`src/rtl/semaforo_pkg.sv`:
```
// Shared definitions for the semaforo_ctrl junction scheduler.
//   - Lamp encodings (one bit per lamp: red, yellow, green).
//   - One-hot FSM state constants. The NIGHT state only exists when
//     SEMAFORO_NIGHT_FLASH_EN is defined.
//   - Default phase durations, in ticks.
//   - max_of5: sizing helper for the phase counter.
package semaforo_pkg;

  localparam logic [2:0] LAMP_OFF    = 3'b000;
  localparam logic [2:0] LAMP_RED    = 3'b100;
  localparam logic [2:0] LAMP_YELLOW = 3'b010;
  localparam logic [2:0] LAMP_GREEN  = 3'b001;

`ifdef SEMAFORO_NIGHT_FLASH_EN
  localparam int ST_W = 7;
`else
  localparam int ST_W = 6;
`endif

  localparam logic [ST_W-1:0] ST_A_GREEN  = ST_W'(1 << 0);
  localparam logic [ST_W-1:0] ST_A_YELLOW = ST_W'(1 << 1);
  localparam logic [ST_W-1:0] ST_ALL_RED  = ST_W'(1 << 2);
  localparam logic [ST_W-1:0] ST_B_GREEN  = ST_W'(1 << 3);
  localparam logic [ST_W-1:0] ST_B_YELLOW = ST_W'(1 << 4);
  localparam logic [ST_W-1:0] ST_PED_WALK = ST_W'(1 << 5);
`ifdef SEMAFORO_NIGHT_FLASH_EN
  localparam logic [ST_W-1:0] ST_NIGHT    = ST_W'(1 << 6);
`endif

  localparam int T_MIN_GREEN_DEF = 5;
  localparam int T_YELLOW_DEF    = 1;
  localparam int T_ALLRED_DEF    = 1;
  localparam int T_B_GREEN_DEF   = 4;
  localparam int T_WALK_DEF      = 4;

  function automatic int max_of5(input int a, input int b, input int c,
                                 input int d, input int e);
    int m;
    m = a;
    if (b > m) m = b;
    if (c > m) m = c;
    if (d > m) m = d;
    if (e > m) m = e;
    return m;
  endfunction

endpackage

```
`src/rtl/semaforo_timer.sv`:
```
// Phase timer for semaforo_ctrl.
// Counts tick pulses. clr has priority and zeroes the count. When sat_en is
// high, the count stops at sat_val.
// Ports:
//   clk, rst  clock and synchronous active-high reset
//   tick      one-cycle count enable
//   clr       zero the count (state change)
//   sat_en    hold the count once it reaches sat_val
//   sat_val   saturation value
//   term_val  phase length T (>=1); done fires on the tick where count==T-1
//   done      terminal-count strobe (combinational)
//   at_sat    count currently equals sat_val
module semaforo_timer
  import semaforo_pkg::*;
#(
  parameter int W = 3
) (
  input  logic         clk,
  input  logic         rst,
  input  logic         tick,
  input  logic         clr,
  input  logic         sat_en,
  input  logic [W-1:0] sat_val,
  input  logic [W-1:0] term_val,
  output logic         done,
  output logic         at_sat
);

  logic [W-1:0] count_q, count_d;

  always_comb begin
    count_d = count_q;
    if (clr) begin
      count_d = '0;
    end else if (tick && !(sat_en && (count_q == sat_val))) begin
      count_d = count_q + 1'b1;
    end
  end

  always_ff @(posedge clk) begin
    if (rst) begin
      count_q <= '0;
    end else begin
      count_q <= count_d;
    end
  end

  assign done   = tick && (count_q == (term_val - 1'b1));
  assign at_sat = (count_q == sat_val);

endmodule

```
`src/rtl/semaforo_ctrl.sv`:
```
// Two-approach junction scheduler with a pedestrian crossing.
// Main road A rests on green. Latched side-road (car_b) and pedestrian (bt)
// requests are served after a minimum A green. When both are pending they
// alternate round-robin. Every served phase returns to A green.
// Optional feature, macro SEMAFORO_NIGHT_FLASH_EN: a NIGHT state in which
// both approaches flash yellow while the night input is high.
// Ports:
//   clk, rst         clock and synchronous active-high reset
//   tick             one-cycle 1 Hz timing enable
//   car_b, bt        side-road sensor and pedestrian button (level or pulse)
//   night            night-mode request (only used with the macro)
//   A, B             lamps {red, yellow, green}
//   walk             pedestrian walk lamp
//   b_wait, ped_wait latched requests that are still pending
// Outputs are decoded from the registered state only.
module semaforo_ctrl
  import semaforo_pkg::*;
#(
  parameter int T_MIN_GREEN = T_MIN_GREEN_DEF,
  parameter int T_YELLOW    = T_YELLOW_DEF,
  parameter int T_ALLRED    = T_ALLRED_DEF,
  parameter int T_B_GREEN   = T_B_GREEN_DEF,
  parameter int T_WALK      = T_WALK_DEF
) (
  input  logic       clk,
  input  logic       rst,
  input  logic       tick,
  input  logic       car_b,
  input  logic       bt,
  input  logic       night,
  output logic [2:0] A,
  output logic [2:0] B,
  output logic       walk,
  output logic       b_wait,
  output logic       ped_wait
);

  localparam int CW = $clog2(max_of5(T_MIN_GREEN, T_YELLOW, T_ALLRED,
                                     T_B_GREEN, T_WALK) + 1);

  localparam logic [CW-1:0] C_MIN_GREEN = CW'(T_MIN_GREEN);
  localparam logic [CW-1:0] C_YELLOW    = CW'(T_YELLOW);
  localparam logic [CW-1:0] C_ALLRED    = CW'(T_ALLRED);
  localparam logic [CW-1:0] C_B_GREEN   = CW'(T_B_GREEN);
  localparam logic [CW-1:0] C_WALK      = CW'(T_WALK);

  logic [ST_W-1:0] state_q, state_d;
  logic            b_req_q, b_req_d;
  logic            ped_req_q, ped_req_d;
  logic            last_ped_q, last_ped_d;  // 1: pedestrians served last
  logic            ret_a_q, ret_a_d;        // 1: next ALL_RED exits to A green
  logic [CW-1:0]   term;
  logic            t_done, at_min;
  logic            b_set, b_clr, p_set, p_clr;

`ifdef SEMAFORO_NIGHT_FLASH_EN
  logic night_path_q, night_path_d;  // current A_YELLOW/ALL_RED leads to NIGHT
  logic blink_q, blink_d;
`else
  logic unused_night;
  assign unused_night = night;
`endif

  // The count clears on every state change, so each phase times from zero.
  semaforo_timer #(.W(CW)) u_timer (
    .clk      (clk),
    .rst      (rst),
    .tick     (tick),
    .clr      (state_d != state_q),
    .sat_en   (state_q == ST_A_GREEN),
    .sat_val  (C_MIN_GREEN),
    .term_val (term),
    .done     (t_done),
    .at_sat   (at_min)
  );

  always_comb begin
    term = C_YELLOW;
    case (state_q)
      ST_A_YELLOW: term = C_YELLOW;
      ST_ALL_RED:  term = C_ALLRED;
      ST_B_GREEN:  term = C_B_GREEN;
      ST_B_YELLOW: term = C_YELLOW;
      ST_PED_WALK: term = C_WALK;
      default:     term = C_YELLOW;
    endcase
  end

  // Next-state logic.
  always_comb begin
    state_d    = state_q;
    last_ped_d = last_ped_q;
    ret_a_d    = ret_a_q;
`ifdef SEMAFORO_NIGHT_FLASH_EN
    night_path_d = night_path_q;
`endif
    case (state_q)
      ST_A_GREEN: begin
`ifdef SEMAFORO_NIGHT_FLASH_EN
        // Night mode pre-empts the minimum green.
        if (night) begin
          state_d      = ST_A_YELLOW;
          night_path_d = 1'b1;
        end else
`endif
        if (at_min && (b_req_q || ped_req_q)) begin
          state_d = ST_A_YELLOW;
        end
      end
      ST_A_YELLOW: begin
        if (t_done) begin
          state_d = ST_ALL_RED;
          ret_a_d = 1'b0;
        end
      end
      ST_ALL_RED: begin
        if (t_done) begin
`ifdef SEMAFORO_NIGHT_FLASH_EN
          night_path_d = 1'b0;
          if (night_path_q) begin
            state_d = ST_NIGHT;
          end else
`endif
          if (ret_a_q) begin
            state_d = ST_A_GREEN;
          end else if (b_req_q && (!ped_req_q || last_ped_q)) begin
            // Only B pending, or both pending and pedestrians had the last turn.
            state_d    = ST_B_GREEN;
            last_ped_d = 1'b0;
          end else if (ped_req_q) begin
            state_d    = ST_PED_WALK;
            last_ped_d = 1'b1;
          end else begin
            state_d = ST_A_GREEN;
          end
        end
      end
      ST_B_GREEN: begin
        if (t_done) state_d = ST_B_YELLOW;
      end
      ST_B_YELLOW: begin
        if (t_done) begin
          state_d = ST_ALL_RED;
          ret_a_d = 1'b1;
        end
      end
      ST_PED_WALK: begin
        if (t_done) begin
          state_d = ST_ALL_RED;
          ret_a_d = 1'b1;
        end
      end
`ifdef SEMAFORO_NIGHT_FLASH_EN
      ST_NIGHT: begin
        if (!night) begin
          state_d = ST_ALL_RED;
          ret_a_d = 1'b1;
        end
      end
`endif
      default: begin
        state_d = ST_A_GREEN;
      end
    endcase
  end

  // Request latches. Clear wins over a simultaneous set.
  always_comb begin
    b_set = car_b && (state_q != ST_B_GREEN) && (state_q != ST_B_YELLOW);
    b_clr = (state_d == ST_B_GREEN) && (state_q != ST_B_GREEN);
    p_set = bt && (state_q != ST_PED_WALK);
    p_clr = (state_d == ST_PED_WALK) && (state_q != ST_PED_WALK);
`ifdef SEMAFORO_NIGHT_FLASH_EN
    if (state_q == ST_NIGHT) begin
      b_clr = 1'b1;
      p_clr = 1'b1;
    end
`endif
    b_req_d   = b_clr ? 1'b0 : (b_req_q | b_set);
    ped_req_d = p_clr ? 1'b0 : (ped_req_q | p_set);
  end

`ifdef SEMAFORO_NIGHT_FLASH_EN
  // Blink starts lit on entry to NIGHT and toggles on every tick inside it.
  always_comb begin
    blink_d = blink_q;
    if ((state_d == ST_NIGHT) && (state_q != ST_NIGHT)) begin
      blink_d = 1'b1;
    end else if ((state_q == ST_NIGHT) && tick) begin
      blink_d = ~blink_q;
    end
  end
`endif

  always_ff @(posedge clk) begin
    if (rst) begin
      state_q    <= ST_A_GREEN;
      b_req_q    <= 1'b0;
      ped_req_q  <= 1'b0;
      last_ped_q <= 1'b1;
      ret_a_q    <= 1'b0;
`ifdef SEMAFORO_NIGHT_FLASH_EN
      night_path_q <= 1'b0;
      blink_q      <= 1'b0;
`endif
    end else begin
      state_q    <= state_d;
      b_req_q    <= b_req_d;
      ped_req_q  <= ped_req_d;
      last_ped_q <= last_ped_d;
      ret_a_q    <= ret_a_d;
`ifdef SEMAFORO_NIGHT_FLASH_EN
      night_path_q <= night_path_d;
      blink_q      <= blink_d;
`endif
    end
  end

  // Moore output decode.
  always_comb begin
    A    = LAMP_RED;
    B    = LAMP_RED;
    walk = 1'b0;
    case (state_q)
      ST_A_GREEN:  A = LAMP_GREEN;
      ST_A_YELLOW: A = LAMP_YELLOW;
      ST_B_GREEN:  B = LAMP_GREEN;
      ST_B_YELLOW: B = LAMP_YELLOW;
      ST_PED_WALK: walk = 1'b1;
`ifdef SEMAFORO_NIGHT_FLASH_EN
      ST_NIGHT: begin
        A = blink_q ? LAMP_YELLOW : LAMP_OFF;
        B = blink_q ? LAMP_YELLOW : LAMP_OFF;
      end
`endif
      default: ;
    endcase
  end

  assign b_wait   = b_req_q;
  assign ped_wait = ped_req_q;

endmodule

```
`config.mk`:
```
export PLATFORM = sky130hd
export DESIGN_NAME = semaforo_ctrl
export DESIGN_NICKNAME = d
export VERILOG_FILES = /design/src/rtl/semaforo_pkg.sv /design/src/rtl/semaforo_timer.sv /design/src/rtl/semaforo_ctrl.sv
export SDC_FILE = /design/constraint.sdc
export NUM_CORES = 1
export LEC_CHECK = 0
export ABC_AREA = 1
export CAP_MARGIN = 20
export CORE_MARGIN = 1.5
export CORE_UTILIZATION = 54
export CTS_CLUSTER_SIZE = 12
export DETAILED_ROUTE_END_ITERATION = 16
export HOLD_SLACK_MARGIN = 0.15
export PLACE_DENSITY = 0.87
export SLEW_MARGIN = 25
export SYNTH_ARGS = -nofsm -noshare
export SYNTH_HDL_FRONTEND = slang
export SYNTH_SLANG_ARGS = --single-unit
```
`constraint.sdc`:
```
create_clock -name clk -period 3.7 [get_ports clk]
set_clock_uncertainty 0.2 [all_clocks]
set_input_delay 0.74 -clock clk [delete_from_list [all_inputs] [get_ports clk]]
set_output_delay 0.74 -clock clk [all_outputs]
set_load 0.02 [all_outputs]
```
==> results.json <==
{
  "status": "finished clean",
  "clock-sinks": 13,
  "initialDrtViolationCount": 26,
  "cp_top_family": "buffers and inverters",
  "ys_ff_latch": 13,
  "leakagePower_nw": 0.4751,
  "cts_max_level": 1,
  "area_growth_pct": 20.09,
  "port_buffers": 13,
  "via_count": 836,
  "grt_usage": 0.2189,
  "drive_gt1_frac": 0.1357,
  "hold_viol": 0,
  "synth.net_count": 132,
  "maxSlewHeadroom": 0.7962,
  "setup_tns_ns": 0,
  "endpoint_kind": "output port",
  "crit_cells": 4,
  "slew_violations": 0,
  "worstRegToRegCells": 8,
  "path_buf_inv": 2,
  "syn_area_um2": 840.8,
  "grt_max_degree": 9,
  "die_area_um2": 1803,
  "synthTopCellsByArea": "dfxtp_1 (31%), inv_1 (9.8%), nor2_1 (9.4%)",
  "ir_worst_vdd_mv": 0.2083,
  "clock_latency_ns": 0.27,
  "vias_per_cell": 5.359,
  "path_cells": "nor2_2, nand3_2, inv_1, clkdlybuf4s50_1",
  "worst_slew_pin_slew_ns": 0.3048,
  "grt_pass1_wl_mm": 3.132,
  "hold_slack_ns": 0.2735,
  "synth_top_cell_area_share": 0.3095,
  "report.power.total_mw": 0.2805,
  "dr.pass1.iters": 4,
  "maxCapViolations": 0,
  "power_density_nw_per_um2": 277.8,
  "fin_crit_ns": 2.695,
  "rows": 14,
  "critPathRequiredTime_ns": 2.76,
  "place_ws_ns": 1.292,
  "crit_path_top_delay_cell": "clkdlybuf4s50_1",
  "crit_type": "flip-flop to output port",
  "critPathMaxStageDelay_ns": 0.61,
  "cts_setup_buffers": 0,
  "clk_pin_slew_worst_paths_ns": 0.08,
  "gp_congestion": 0.8911,
  "ys_seq_area_frac": 0.3095,
  "rsz0062_at_grt": "no",
  "layout_setup_ws_ns": 1.005,
  "core-area_um2": 1489,
  "setup_viol": 0,
  "max_freq_ghz": 0.3711,
  "post-synth-top-count-cell": "inv_1",
  "drt-wirelength-per-cell_um": 11.47,
  "startpoint_type": "flip-flop",
  "min_path_cells": 2,
  "grt_pass1_vias": 789,
  "grt_antenna_before_repair": 0,
  "period_share": 0.7284,
  "die_height_um": 42.46,
  "die-width_um": 42.46,
  "grt_overflow": 0,
  "synth-edff-count": 0,
  "fin_nets": 149,
  "syn-instance-count": 124,
  "synth_top_area_cell": "dfxtp_1",
  "cts_tree": "built",
  "syn_avg_cell_area_um2": 6.781,
  "cp_max_fo": 6,
  "ant_nets": 0,
  "io_pins": 15,
  "start_util": 0.5647,
  "cts.path.max_buffers": 2,
  "cts_resized": 0,
  "synth_ff_type": "dfxtp_1",
  "cts-root-buf": "clkbuf_4",
  "holdBufCountCts": 0,
  "finalWirelength_mm": 1.789,
  "dp_hpwl_mm": 1.453,
  "ys_types": 23,
  "async_flop_share": 0,
  "hold_path_class": "flip-flop to flip-flop",
  "synth_common_cells": "inv_1 (22), nor2_1 (21), nand2_1 (18)",
  "arrival_ns": 1.75,
  "ys_warn_count": 0,
  "diodes": 0,
  "drc": 0,
  "numCtsBuffers": 3
}
==> report_power, final <==
part,internal [mW],switching [mW]
clock,0.0417,0.0466
combinational,0.0183,0.0250
sequential,0.144,0.00496
total,0.204,0.0765
==> path summary, 6_finish.rpt <==
check / startpoint / to / slack, ns
worst max-delay path: state_q[5] / B[0] / 1.01
worst min-delay path: last_ped_q / last_ped_q / 0.27
worst max register to register: state_q[5] / u_timer.count_q[0] / 2.04
worst min register to register: last_ped_q / last_ped_q / 0.27
==> state kept, by name, summed over array words and instances (netlist names) <==
signal           count
last_ped_q           1
ret_a_q              1
b_wait               1
state_q              6
ped_wait             1
u_timer.count_q      3
==> logic make-up after synthesis <==
logic type / after synthesis / share of synthesized area
AOI/OAI and AO/OA: 16 / 0.09970
adders and majority gates: 2 / 0.02976
DFF: 13 / 0.3095
xor gates and xnor gates: 2 / 0.02084
buffers and inverters: 24 / 0.1116
and+or+nand+nor: 67 / 0.4286
==> through the flow <==
stage	area, um2	utilization	std cells
after detailed placement	983.4	0.6605	152
after global placement	983.4	0.6605	152
after CTS	1010	0.6782	156
after floorplan	840.8	-	124
after global routing	1010	0.6782	156
final	1010	0.6782	156
==> layer usage <==
| layer | global-route usage | up-vias | share of wire |
|---|---|---|---|
| li1 | - | 426 | - |
| met1 | 0.2742 | 382 | 0.44 |
| met2 | 0.3938 | 22 | 0.50 |
| met3 | 0.02586 | 6 | 0.041 |
| met4 | 0.05625 | 0 | 0.013 |
| met5 | 0 | - | 0 |
==> cell type report <==
class,instances,area [um2]
multi-input combinational,87,486.7
fill,131,479.2
sequential,13,260.3
timing repair buffer,13,130.1
inverter,23,86.33
clock buffer,4,26.28
tap,16,20.02
==> placed cells by master (no fill, tap or decap), drive strengths merged <==
cell type	Yosys	layout
o21ai	6	6
a21oi	10	10
or2	1	1
ha	2	2
xnor2	1	1
clkbuf	0	4
nor2	25	25
clkdlybuf4s50	0	13
xor2	1	1
nand3	14	14
nand4	5	5
inv	23	23
nand2	22	22
dfxtp	13	13
==> worst register-to-register path, stage by stage, from the launching register on <==
cell	delay [ns]
dfxtp_1	0.33
nor2_2	0.21
nand3_2	0.20
nand3_2	0.19
nand3_4	0.13
nand2_2	0.09
nand2_1	0.07
nand2_2	0.09
nor2_1	0.05
(Power assumes the default switching activity.)
